==> src/rtl/regfile_seq_pkg.sv <==
// regfile_seq_pkg: opcode and FSM state encodings shared by the sequencer and its ALU
package regfile_seq_pkg;
  typedef enum logic [1:0] {OP_LDI, OP_MOV, OP_ADD, OP_SWAP} op_e;
  typedef enum logic [2:0] {S_IDLE, S_READ, S_WRITE1, S_WRITE2, S_DONE} state_e;
endpackage

==> src/rtl/regfile_seq_alu.sv <==
// regfile_seq_alu: first-write data and carry-out for the latched operation
module regfile_seq_alu
  import regfile_seq_pkg::*;
(
  input  op_e        op,
  input  logic [7:0] t1,
  input  logic [7:0] t2,
  input  logic [7:0] imm,
  output logic [7:0] d,
  output logic       c
);
  logic [8:0] sum;
  assign sum = {1'b0, t1} + {1'b0, t2};
  assign d = op == OP_LDI ? imm : op == OP_MOV ? t1 : op == OP_ADD ? sum[7:0] : t2;
  assign c = sum[8];
endmodule

==> src/rtl/regfile_seq.sv <==
// regfile_seq: multi-cycle LDI/MOV/ADD/SWAP sequencer driving an external 4x8 register file
module regfile_seq
  import regfile_seq_pkg::*;
(
  input  logic       clk,
  input  logic       rst,
  input  logic       req,
  input  logic [1:0] op,
  input  logic [1:0] rd,
  input  logic [1:0] rs,
  input  logic [1:0] rt,
  input  logic [7:0] imm,
  output logic       busy,
  output logic       done,
  output logic       carry,
  output logic [1:0] n1,
  output logic [1:0] n2,
  input  logic [7:0] q1,
  input  logic [7:0] q2,
  output logic [1:0] nd,
  output logic [7:0] di,
  output logic       reg_we
);
  state_e     st, nx;
  op_e        op_q;
  logic [1:0] rd_q, rs_q, rt_q, nd_q, nd_w;
  logic [7:0] imm_q, t1, t2, di_q, di_w, alu_d;
  logic       alu_c;
  regfile_seq_alu u_alu (.op(op_q), .t1(t1), .t2(t2), .imm(imm_q), .d(alu_d), .c(alu_c));
  always_ff @(posedge clk) begin
    if (rst) begin
      st <= S_IDLE;
      op_q <= OP_LDI;
      {rd_q, rs_q, rt_q, imm_q, t1, t2, nd_q, di_q, carry} <= '0;
    end else begin
      st <= nx;
      if (st == S_IDLE && req) begin
        op_q <= op_e'(op);
        {rd_q, rs_q, rt_q, imm_q} <= {rd, rs, rt, imm};
      end
      if (st == S_READ) {t1, t2} <= {q1, q2};
      if (reg_we) {nd_q, di_q} <= {nd_w, di_w};
      if (st == S_WRITE1 && op_q == OP_ADD) carry <= alu_c;
    end
  end
  always_comb begin
    nx = st;
    case (st)
      S_IDLE:   nx = req ? (op == OP_LDI ? S_WRITE1 : S_READ) : S_IDLE;
      S_READ:   nx = S_WRITE1;
      S_WRITE1: nx = op_q == OP_SWAP ? S_WRITE2 : S_DONE;
      S_WRITE2: nx = S_DONE;
      default:  nx = S_IDLE;
    endcase
  end
  assign busy   = st != S_IDLE;
  assign done   = st == S_DONE;
  assign reg_we = st == S_WRITE1 || st == S_WRITE2;
  assign n1     = rs_q;
  assign n2     = rt_q;
  // SWAP writes Rs first, then Rt with the other captured operand
  assign nd_w   = st == S_WRITE2 ? rt_q : op_q == OP_SWAP ? rs_q : rd_q;
  assign di_w   = st == S_WRITE2 ? t1 : alu_d;
  assign nd     = reg_we ? nd_w : nd_q;
  assign di     = reg_we ? di_w : di_q;
endmodule

==> config.mk <==
export PLATFORM = sky130hd
export DESIGN_NAME = regfile_seq
export DESIGN_NICKNAME = d
export VERILOG_FILES = /design/src/rtl/regfile_seq_pkg.sv /design/src/rtl/regfile_seq_alu.sv /design/src/rtl/regfile_seq.sv
export SDC_FILE = /design/constraint.sdc
export NUM_CORES = 1
export LEC_CHECK = 0
export BUFFER_PORTS_ARGS = -buffer_cell sky130_fd_sc_hd__buf_2
export CORE_MARGIN = 3
export CORE_UTILIZATION = 49
export DETAILED_ROUTE_END_ITERATION = 16
export PLACE_DENSITY = 0.85
export SETUP_SLACK_MARGIN = 0.4
export SYNTH_ARGS = -nofsm -noshare
export SYNTH_HDL_FRONTEND = slang
export SYNTH_HIERARCHICAL = 1
export SYNTH_SLANG_ARGS = --single-unit
==> constraint.sdc <==
create_clock -name clk -period 2.4 [get_ports clk]
set_clock_uncertainty 0.05 [all_clocks]
set_input_delay 0.24 -clock clk [delete_from_list [all_inputs] [get_ports clk]]
set_output_delay 0.24 -clock clk [all_outputs]
set_load 0.005 [all_outputs]
# After elaboration in Yosys (flattened, before gate mapping)
# Cells that the tools add are included.
classes:
  magnitude_cmp: 0
  n_mul: 0
  shift: 0
  eq_ne: 7
  addsub: 1
  div_mod_pow: 0
  muxes: 12
  bitwise: 0
  reduce_logical: 7
ops:
  columns: ["op", "n"]
  rows:
  - ["$mux 8", 5]
  - ["$pmux 3 s4", 1]
  - ["$mux 2", 5]
  - ["$add 8x8->9", 1]
  - ["$eq 3x2->1 const B", 2]
  - ["$eq 2x2->1 const B", 2]
  - ["$logic_not 2->1", 2]
  - ["$eq 3x1->1 const B", 1]
  - ["$eq 3x3->1 const B", 1]
  - ["$logic_not 3->1", 1]
  - ["$mux 3", 1]
  - ["$reduce_bool 3->1", 1]
  - ["$eq 2x1->1 const B", 1]
  - ["$logic_and 1x1->1", 2]
  - ["$logic_or 1x1->1", 1]
totals:
  input_bits: 35
  reg_bits: 46
  wordCells: 38
  out_inout_bits: 18
  latchBits: 0
  mem_count: 0
  ramBits: 0
  romBits: 0

# Logic depth before layout (Yosys ltp)
# Gate-level depths: netlist (run 1).
depth:
  ltp_word: 6
  ltp_mapped: 9
  ltp_nobuf: 9

# Hierarchy
# Netlist (run 1), hierarchy kept.
modules_own_cells:
  columns: ["module", "cells_each", "instances", "area_each_um2"]
  rows:
  - ["regfile_seq", 226, 1, 1886.8]
  - ["regfile_seq_alu", 45, 1, 491.7]

# Least setup slack after synthesis (run 1)
# OpenSTA, ideal clock, no wires.
synth_timing:
  path_type: "flip-flop to output port"
  from: "register t1[0]"
  to: "output di[6]"
  setup_slack_ps: -112
  path_buffers: 0
  required_time_ps: 2110
  stages_incl_launch_ff: 10
  arrival_time_ps: 2222
  cell_sequence: "dfxtp_1 > ha_1 > fa_1 > a211oi_1 > o21bai_1 > a21oi_1 > xnor2_1 > mux4_2 > mux2i_1 > a21oi_1"
synth_between:
  elab_chain_len: 6
synth_lines:
  columns: ["item", "line_no", "rtl"]
  rows:
  - ["start: declaration", "regfile_seq.sv:27", "logic [7:0] imm_q, t1, t2, di_q, di_w, alu_d;"]
  - ["start signal: assignment", "regfile_seq.sv:41", "if (st == S_READ) {t1, t2} <= {q1, q2};"]
  - ["$add 8x8->9", "regfile_seq_alu.sv:13", "assign sum = {1'b0, t1} + {1'b0, t2};"]
  - ["$mux 8 (3 in series)", "regfile_seq_alu.sv:14", "assign d = op == OP_LDI ? imm : op == OP_MOV ? t1 : op == OP_ADD ? sum[7:0] : t2;"]
  - ["via alu_d[6]", "regfile_seq.sv:27", null]
  - ["$mux 8", "regfile_seq.sv:63", "assign di_w = st == S_WRITE2 ? t1 : alu_d;"]
  - ["$mux 8", null, null]
  - ["end: declaration", "regfile_seq.sv:21", "output logic [7:0] di,"]
# The timed path passes the listed nets, and every way through them passes these cells.

# Worst setup path after layout (run 1)
layout_timing:
  from: "register t2[0]"
  to: "output di[6]"
layout_between:
  elab_chain_len: 6
layout_lines:
  columns: ["item", "line_no"]
  rows:
  - ["start: declaration", "regfile_seq.sv:27"]
  - ["start signal: assignment", "regfile_seq.sv:41"]
  - ["$add 8x8->9", "regfile_seq_alu.sv:13"]
  - ["$mux 8 (3 in series)", "regfile_seq_alu.sv:14"]
  - ["via alu_d[6]", "regfile_seq.sv:27"]
  - ["$mux 8", "regfile_seq.sv:63"]
  - ["$mux 8", null]
# The timed path passes the listed nets, and every way through them passes these cells.

==> out/summary.log, run 1 <==
INFO  outcome        status=complete, but fails checks
INFO  outcome        violations=setup timing
INFO  drt            average_vias_per_placed_instance=5.76
INFO  cts            cts.htree.levels=2
INFO  sta            fmax=339MHz
INFO  final_layout   synthesis_to_finish_area_growth=31.8%
INFO  power          fin_total_pwr=1.68mW
INFO  place          io_buffers=52
INFO  setup_path     worstReg2RegStart=t2[0]
INFO  synthesis      synth_top_area_share=38.7%
INFO  setup_path     worstPathArrival=2.66ns
INFO  final_layout   multi_input_comb_area=0.00150mm2
INFO  synthesis      total_nets_after_synthesis=315
INFO  final_layout   finalNetCount=389
INFO  power          vdd_drop_max=0.000269V
INFO  setup_path     worstRegToRegCells=14
INFO  drt            dr.pass1.iters=4
INFO  floorplanning  pin_count=53
INFO  synthesis      synthTopCellsByArea=dfxtp_1, nand2_1, a21oi_1
INFO  drt            routed_wirelength=6.27mm
INFO  final_layout   post_route_cells_drive_above_1_share=39.9%
INFO  cts            tritoncts=built
INFO  floorplanning  floorplan.initialDensity=52.8%
INFO  grt            grt_first_pass_wirelength=9.89mm
INFO  cts            postCtsHoldBufs=0
INFO  sta            postLayoutSetupSlackWorst=-0.547ns
INFO  synthesis      yosys_warnings=6
INFO  cts            cts_inserted_buffers=5
INFO  setup_path     start_kind=flip-flop
INFO  power          p_leak=1.30nW
INFO  cts            worstSkewPairLatency=0.30ns
INFO  synthesis      synth_cell_type_count=36
INFO  synthesis      synth_largest_area_cell=dfxtp_1
INFO  final_layout   final_cells=398
INFO  final_layout   nFillCells=339
INFO  setup_path     worst-endpoint-required=2.11ns
INFO  sta            worst_rel_slew_slack=58.7%
INFO  setup_path     crit_startpoint=t2[0]
INFO  cts            root_buffer=clkbuf_8
INFO  place          place.detailed.instances=379
INFO  final_layout   final_util=69.6%
INFO  final_layout   seq_area=937um2
INFO  worst_hold_path holdPathStages=3
INFO  sta            setup_viol_count_final=8
INFO  sta            drv_slew=0
INFO  synthesis      synth_most_common_cell=nand2_1
INFO  drt            final_antenna_net_count=0
INFO  synthesis      most_frequent_cells_after_synthesis=nand2_1, a21oi_1, dfxtp_1
INFO  synthesis      post_synth.cell_area_avg=8.78um2
INFO  cts            cts.sink_count=46
INFO  setup_path     timing.rr.end=di_q[4]
INFO  job            drv.max_cap_violation_count=0
INFO  grt            grt_util_overall=23.2%
INFO  floorplanning  core_area=0.00450mm2
INFO  synthesis      fraction_of_registers_with_async_set_reset=0%
INFO  sta            finalCriticalPeriod=2.95ns
INFO  sta            grt_setup_unrepaired=true
INFO  synthesis      synth_edf_count=0
INFO  cts            cts.reportedPaths.clkPinSlew=0.08ns
INFO  sta            period_share=123%
INFO  synthesis      synth_ff_type=dfxtp_1
INFO  drt            via_count=2,292
INFO  setup_path     crit_path_kind=flip-flop to primary output
INFO  setup_path     timing.critical_path.to=di[6]
INFO  grt            first_global_vias=2,161
INFO  worst_hold_path worst_hold_path_type=primary input to flip-flop
INFO  drt            post-route-drc-count=0
INFO  synthesis      synth_seq_cells=46
INFO  grt            grt_max_degree=34
INFO  sta            timing_worst_slew_pin_value=0.619ns
INFO  grt            number_of_antenna_violations_at_the_first_check_in_global_routing=0
INFO  worst_hold_path launch_instance_of_the_worst_min_delay_path=q2[1]
INFO  floorplanning  fp.dieW=75.7um
INFO  final_layout   antenna-diode-count=0
INFO  drt            detailedRoute.firstIterationViolations=142
INFO  setup_path     crit_path_max_fanout=3
INFO  place          finalWeightedCongestion=0.931
INFO  power          p_per_area=535mW/mm2
INFO  synthesis      synth_cells=271
INFO  grt            global_route.overflow_total=0
INFO  synthesis      syn_area=0.00238mm2
INFO  setup_path     ff2ff_setup_slack=-0.37ns
INFO  synthesis      synth.yosys.seq_area_share=38.7%
INFO  sta            timing_hold_violations_final=0
INFO  setup_path     setup.worst_path.end_class=primary output
INFO  place          detailed_place_hpwl=4.32mm
INFO  floorplanning  die_y=75.7um
INFO  floorplanning  floorplan.rows=24
INFO  place          dp_worst_setup_slack=-0.202ns
INFO  floorplanning  dieArea=0.00573mm2
INFO  drt            avgRoutedWirePerCell=15.7um
INFO  cts            cts_buffer_depth=2
==> cell families after synthesis <==
logic type | share of synthesized area, %
AND/OR/NAND/NOR | 19.4
AO/OA/AOI/OAI | 19.7
flip-flops | 38.7
buffers and inverters | 4.05
multiplexers | 10.9
adder cells (fa/ha/maj) | 5.05
XOR/XNOR | 2.21
==> cell usage in the layout, fill, tap and decap left out, types with 3 or more instances in the layout <==
| cell | Yosys | layout |
|---|---|---|
| mux2i_2 | 0 | 4 |
| mux2i_1 | 8 | 3 |
| buf_2 | 2 | 52 |
| a21oi_2 | 0 | 6 |
| ha_4 | 0 | 4 |
| a21o_1 | 4 | 4 |
| ha_1 | 8 | 4 |
| clkbuf_8 | 0 | 5 |
| a211oi_2 | 2 | 4 |
| nor2b_1 | 10 | 10 |
| dfxtp_2 | 0 | 4 |
| a21oi_1 | 46 | 40 |
| dfxtp_4 | 0 | 3 |
| nand2_1 | 68 | 68 |
| buf_4 | 0 | 29 |
| a211oi_1 | 12 | 9 |
| or3_1 | 3 | 3 |
| dfxtp_1 | 46 | 39 |
| mux4_2 | 8 | 8 |
| buf_6 | 2 | 6 |
| xnor2_1 | 5 | 5 |
| clkbuf_1 | 16 | 3 |
==> area by class of cell <==
type	instances	area share [%]
Sequential cell	46	29.9
Tap cell	52	2.08
Inverter	1	0.160
Clock buffer	8	2.55
Timing Repair Buffer	87	17.4
Multi-Input combinational cell	204	47.9
==> stage by stage <==
step	TNS [ns]	instance area (um2)	hold WS, ns
final	-3.02	3140	0.116
after global routing	-4.11	3140	0.110
after CTS	-2.19	3070	0.103
after detailed placement	-0.439	2860	0.400
after global placement	-0.234	2860	0.393
after floorplan	0	2450	0.295
==> sequential cells by signal, indices dropped and copies added (netlist names), 2 cells and up <==
name   flops
rd_q       2
st         3
t2         8
di_q       8
imm_q      8
t1         8
nd_q       2
op_q       2
n1         2
n2         2
==> metal layers <==
layer	part of all wire [%]	GRT usage, %	up-vias	wire [um]
met5	0	0	-	0
met4	2.9	10.1	0	180
met3	6.4	6.20	22	401
met2	47	37.6	98	2970
met1	43	29.1	1067	2710
li1	-	-	1105	-
==> how the worst min path moves through the flow <==
stage,end,slack [ns]
after global placement,imm_q[5],0.39
after CTS,t1[1],0.10
final,t2[1],0.12
after detailed placement,rd_q[0],0.40
after floorplan,nd_q[1],0.29
after global routing,t1[5],0.11
==> report_power, final <==
group | switching, mW | total, mW | internal (mW) | leakage (nW)
Combinational | 0.191 | 0.378 | 0.187 | 0.882
Clock | 0.246 | 0.453 | 0.207 | 0.0395
Sequential | 0.0385 | 0.846 | 0.808 | 0.379
==> what timing repair did <==
| action | in CTS | in global routing |
|---|---|---|
| endpoints found under the setup margin | 16 | 16 |
| resized for setup | 20 | 10 |
| pin swaps | 12 | 14 |
| buffers inserted | 7 | 4 |
==> critical path, cell delays in order (launching register included) <==
cell and delay, ns:
dfxtp_2 0.34, ha_4 0.16, fa_2 0.37, a211oi_2 0.23, o21bai_1 0.11, a21oi_2 0.19, xnor2_1 0.08, mux4_2 0.45
mux2i_2 0.21, a21oi_1 0.09, buf_2 0.13
Note: power is estimated with default switching activity, not from simulation.
==> inputs of run 2 (changes only) <==
--- a/config.mk
+++ b/config.mk
@@ -10,7 +10,7 @@
 export CORE_UTILIZATION = 49
 export DETAILED_ROUTE_END_ITERATION = 16
 export PLACE_DENSITY = 0.85
-export SETUP_SLACK_MARGIN = 0.4
+export SETUP_SLACK_MARGIN = 0.1
 export SYNTH_ARGS = -nofsm -noshare
 export SYNTH_HDL_FRONTEND = slang
 export SYNTH_HIERARCHICAL = 1
==> run 2 against run 1 <==
Effect of this change: the run still ends with setup timing left; power increased by 2.7%; combinational power about the same; sequential share of layout area fell by 0.21 points; final area rose by 0.32%; count of clock-buffer cells in the layout fell by 1; cell count grew 0.50%; via count is 1.1% lower; clock power increased by 8.6%; first-iteration DRC count grew 8.5%; critical endpoint is now di[5]; highest routed layer unchanged.
==> out/summary.log, run 2 (synthesis results as in run 1) <==
INFO  floorplanning  fp.dieW=75.7um
INFO  drt            dr.pass1.iters=4
INFO  drt            routed_wirelength=6.59mm
INFO  sta            finalCriticalPeriod=2.91ns
INFO  cts            cts_inserted_buffers=5
INFO  power          fin_total_pwr=1.72mW
INFO  final_layout   antenna-diode-count=0
INFO  sta            postLayoutSetupSlackWorst=-0.507ns
INFO  grt            grt_max_degree=43
INFO  grt            global_route.overflow_total=0
INFO  grt            grt_util_overall=23.2%
INFO  final_layout   layout_common_cells=nand2_1, buf_2, a21oi_1, dfxtp_1, buf_4
INFO  drt            final_antenna_net_count=0
INFO  floorplanning  floorplan.initialDensity=52.8%
INFO  sta            grt_setup_unrepaired=true
INFO  final_layout   final_common_cell=nand2_1
INFO  cts            worstSkewPairLatency=0.30ns
INFO  setup_path     start_kind=flip-flop
INFO  setup_path     crit_path_max_fanout=2
INFO  sta            worst_rel_slew_slack=49.8%
INFO  sta            fin_worst_hold_slack=0.122ns
INFO  outcome        status=complete, but fails checks
INFO  sta            drv_slew=0
INFO  place          dp_worst_setup_slack=-0.213ns
INFO  setup_path     crit_startpoint=t1[0]
INFO  setup_path     setup.worst_path.end_class=primary output
INFO  floorplanning  pin_count=53
INFO  cts            cts_buffer_depth=2
INFO  final_layout   finalNetCount=391
INFO  power          vdd_drop_max=0.000332V
INFO  sta            period_share=121%
INFO  worst_hold_path launch_instance_of_the_worst_min_delay_path=q2[4]
INFO  drt            via_count=2,266
INFO  place          place.detailed.instances=385
INFO  setup_path     crit_path_kind=flip-flop to primary output
INFO  grt            first_global_vias=2,136
INFO  sta            timing_hold_violations_final=0
INFO  cts            cts.reportedPaths.clkPinSlew=0.09ns
INFO  sta            fmax=344MHz
INFO  sta            timing_worst_slew_pin_value=0.753ns
INFO  final_layout   final_util=69.8%
INFO  floorplanning  core_area=0.00450mm2
INFO  worst_hold_path worst_hold_path_type=primary input to flip-flop
INFO  grt            grt_first_pass_wirelength=10.0mm
INFO  job            drv.max_cap_violation_count=0
INFO  setup_path     worstPathCellList=ha_4, buf_4, buf_6, a211oi_4, o21bai_1, a21oi_1, xnor2_1, mux4_2, mux2i_4, a21oi_2, buf_2
INFO  cts            cts.htree.levels=2
INFO  drt            post-route-drc-count=0
INFO  place          io_buffers=52
INFO  setup_path     timing.critical_path.slowest_cell_delay=0.49ns
INFO  drt            avgRoutedWirePerCell=16.5um
INFO  floorplanning  dieArea=0.00573mm2
INFO  floorplanning  die_y=75.7um
INFO  cts            root_buffer=clkbuf_8
INFO  setup_path     worst-endpoint-required=2.11ns
INFO  power          p_leak=1.31nW
INFO  final_layout   final_cells=400
INFO  final_layout   post_route_cells_drive_above_1_share=40.2%
INFO  drt            average_vias_per_placed_instance=5.67
INFO  place          detailed_place_hpwl=4.35mm
INFO  cts            cts.sink_count=46
INFO  power          p_per_area=548mW/mm2
INFO  sta            setup_viol_count_final=7
INFO  place          finalWeightedCongestion=0.854
INFO  setup_path     slowest_stage=mux4_2
INFO  cts            postCtsHoldBufs=0
INFO  floorplanning  floorplan.rows=24
INFO  drt            detailedRoute.firstIterationViolations=154
INFO  final_layout   synthesis_to_finish_area_growth=32.2%
INFO  setup_path     worstReg2RegStart=t1[0]
INFO  cts            tritoncts=built
INFO  grt            number_of_antenna_violations_at_the_first_check_in_global_routing=0
INFO  setup_path     worstPathArrival=2.62ns
INFO  outcome        violations=setup timing
## run 2: layer usage
layer | wire length [um] | track usage (%)
met3 | 410 | 4.22
met5 | 0 | 0
met1 | 2940 | 31.5
met2 | 3110 | 37.2
met4 | 127 | 8.16
## run 2: final timing paths
check	to	slack (ns)	depth (start not counted)
max	di[5]	-0.51	11
min	t2[4]	0.12	3
min reg2reg	rd_q[0]	0.42	2
max reg2reg	di_q[6]	-0.07	10
## run 2: what timing repair did
| item | in CTS | in global routing |
|---|---|---|
| buffers inserted | 3 | 4 |
| setup endpoints to repair | 11 | 14 |
| pin swaps | 14 | 12 |
| resized for setup | 23 | 11 |
## run 2: critical path, delay by kind of cell, from the launching register on
| kind | cells | cell delay [ns] |
|---|---|---|
| mux | 2 | 0.71 |
| compound gates | 4 | 0.64 |
| buf+inv | 3 | 0.39 |
| flops | 1 | 0.34 |
| fa+ha+maj | 1 | 0.16 |
| xor+xnor | 1 | 0.09 |
## run 2: power breakdown
group	total, mW	leakage (nW)	internal, mW	switching [mW]
combinational	0.375	0.883	0.188	0.187
sequential	0.857	0.379	0.809	0.0477
clock	0.492	0.0482	0.233	0.259
total	1.72	1.31	1.23	0.494
## run 2: stage by stage
step                      cell area [um2]  setup TNS [ns]
final                                3150           -2.48
after global routing                 3150           -3.04
after CTS                            3070           -1.93
after detailed placement             2850          -0.600
after global placement               2850          -0.415
after floorplan                      2390               0
## run 2: cell type report
class / count / area (um2)
Multi-Input combinational cell: 204 / 1510
Fill cell: 343 / 1360
Sequential cell: 46 / 933
Timing Repair Buffer: 89 / 546
Clock buffer: 7 / 86.3
Tap cell: 52 / 65.1
Clock inverter: 1 / 5.00
Inverter: 1 / 3.75
==> inputs of run 3 (changes only) <==
--- a/config.mk
+++ b/config.mk
@@ -10,6 +10,7 @@
 export CORE_UTILIZATION = 49
 export DETAILED_ROUTE_END_ITERATION = 16
 export PLACE_DENSITY = 0.85
+export REMOVE_ABC_BUFFERS = 1
 export SETUP_SLACK_MARGIN = 0.1
 export SYNTH_ARGS = -nofsm -noshare
 export SYNTH_HDL_FRONTEND = slang
==> run 3 against run 2 <==
Effect of this change: the flow still finishes with violations (setup timing); routed wire length increased by 11%; power increased by 1.2%; die area unchanged; critical path depth decreased by 1; setup slack got worse by 0.13 ns; register-to-register slack got worse by 0.55 ns; final area increased by 1.3%.
==> out/summary.log, run 3 (synthesis results as in run 1) <==
INFO  worst_hold_path worst_hold_path.endpoint=t2[4]
INFO  drt            final_antenna_net_count=0
INFO  cts            cts.sink_count=46
INFO  drt            average_vias_per_placed_instance=6.02
INFO  place          detailed_place_hpwl=4.23mm
INFO  setup_path     setup.worst_path.end_class=primary output
INFO  setup_path     worstRegToRegCells=15
INFO  grt            global_route.overflow_total=0
INFO  place          placed_area=0.00277mm2
INFO  setup_path     timing.rr.end=di_q[6]
INFO  sta            setup_viol_count_final=11
INFO  job            drv.max_cap_violation_count=0
INFO  outcome        status=complete, but fails checks
INFO  final_layout   layout_common_cells=nand2_1, buf_2, dfxtp_1, a21oi_1, buf_4
INFO  cts            cts.htree.levels=2
INFO  floorplanning  dieArea=0.00573mm2
INFO  final_layout   finalNetCount=390
INFO  setup_path     start_kind=flip-flop
INFO  sta            period_share=126%
INFO  final_layout   antenna-diode-count=0
INFO  floorplanning  floorplan.initialDensity=52.8%
INFO  drt            avgRoutedWirePerCell=18.3um
INFO  drt            detailedRoute.firstIterationViolations=288
INFO  setup_path     worstPathArrival=2.74ns
INFO  setup_path     worst-endpoint-required=2.11ns
INFO  cts            cts_inserted_buffers=5
INFO  sta            timing_hold_violations_final=0
INFO  floorplanning  fp.dieW=75.7um
INFO  grt            grt_util_overall=26.1%
INFO  final_layout   final_common_cell=nand2_1
INFO  setup_path     worstReg2RegStart=t2[0]
INFO  setup_path     crit_path_max_fanout=3
INFO  grt            first_global_vias=2,308
INFO  worst_hold_path worst_hold_path_type=primary input to flip-flop
INFO  place          finalWeightedCongestion=0.930
INFO  setup_path     crit_path_kind=flip-flop to primary output
INFO  cts            worstSkewPairLatency=0.30ns
INFO  setup_path     ff2ff_setup_slack=-0.62ns
INFO  place          io_buffers=52
INFO  drt            dr.pass1.iters=4
INFO  power          p_leak=1.30nW
INFO  power          vdd_drop_max=0.000240V
INFO  final_layout   postLayoutCellArea=0.00319mm2
INFO  sta            postLayoutSetupSlackWorst=-0.634ns
INFO  sta            drv_slew=0
INFO  drt            post-route-drc-count=0
INFO  grt            number_of_antenna_violations_at_the_first_check_in_global_routing=0
INFO  cts            postCtsHoldBufs=0
INFO  cts            tritoncts=built
INFO  cts            cts.reportedPaths.clkPinSlew=0.08ns
INFO  sta            fmax=330MHz
INFO  floorplanning  pin_count=53
INFO  worst_hold_path launch_instance_of_the_worst_min_delay_path=q2[4]
INFO  grt            grt_max_degree=27
INFO  floorplanning  die_y=75.7um
INFO  power          p_per_area=547mW/mm2
INFO  floorplanning  core_area=0.00450mm2
INFO  floorplanning  floorplan.rows=24
INFO  cts            root_buffer=clkbuf_8
INFO  cts            cts_buffer_depth=2
INFO  drt            routed_wirelength=7.30mm
INFO  sta            grt_setup_unrepaired=true
INFO  grt            grt_first_pass_wirelength=11.1mm
INFO  final_layout   post_route_cells_drive_above_1_share=42.7%
INFO  final_layout   synthesis_to_finish_area_growth=34.0%
INFO  sta            timing_worst_slew_pin_value=0.668ns
INFO  worst_hold_path holdPathStages=3
INFO  sta            worst_rel_slew_slack=55.4%
INFO  outcome        violations=setup timing
INFO  drt            via_count=2,403
INFO  sta            tns=-3.79ns
INFO  sta            finalCriticalPeriod=3.03ns
==> run 3: cell count changes in the layout (fill, tap and decap cells not counted), moves of 2 or more <==
cell and change:
a21oi_2 +4, o21ai_0 -2, a21oi_1 -4, buf_4 -4, buf_6 +3, o21ai_2 +2
==> run 3: critical path, stage by stage (launching register included) <==
cell and delay (ns):
dfxtp_2 0.35, ha_4 0.17, fa_2 0.39, a211oi_2 0.27, o21bai_1 0.13, a21oi_2 0.19
xnor2_1 0.08, mux4_2 0.46, mux2i_2 0.19, a21oi_1 0.09, buf_2 0.13
==> run 3: worst max path at each step <==
stage | startpoint | end | slack, ns | cells after the start
2_1_floorplan | t1[0] | di[6] | -0.11 | 9
3_5_place_dp | t1[0] | di[6] | -0.33 | 10
6_report | t2[0] | di[6] | -0.63 | 10
4_1_cts | t2[0] | di[6] | -0.49 | 10
5_1_grt | t1[0] | di[6] | -0.77 | 10
3_3_place_gp | t1[0] | di[6] | -0.32 | 10
==> run 3: routing by layer <==
metal  global-route usage [%]  routed length (um)  vias up
li1                         -                   -     1108
met5                        0                   0        -
met3                     4.49                 438       38
met4                     13.2                 361        0
met1                     31.6                2880     1116
met2                     44.5                3610      141
==> run 3: area by class of cell <==
cell class / count / area, um2
Clock inverter: 1 / 5.00
Fill cell: 331 / 1320
Multi-Input combinational cell: 204 / 1540
Tap cell: 52 / 65.1
Timing Repair Buffer: 88 / 549
Sequential cell: 46 / 936
Inverter: 1 / 7.51
Clock buffer: 7 / 86.3
==> run 3: report_power, final <==
group,internal [mW],switching [mW]
clock network,0.233,0.259
logic,0.194,0.200
registers,0.809,0.0485
==> run 3: per-stage QoR <==
step	cells	setup WS, ns	power (mW)	utilization (%)	hold WS (ns)
floorplan	251	-0.112	1.04	-	0.259
global placement	376	-0.315	1.17	61.5	0.390
detailed placement	376	-0.329	1.18	61.5	0.399
CTS	399	-0.486	1.70	68.2	0.109
global route	399	-0.766	1.82	70.8	0.116
finish	399	-0.634	1.74	70.8	0.115
==> run 3: repair_timing <==
| action | CTS | global route |
|---|---|---|
| endpoints found under the setup margin | 12 | 16 |
| setup buffers | 15 | 5 |
| gates resized for setup | 24 | 29 |
| pin swaps | 10 | 23 |
| hold endpoints to repair | 0 | 0 |
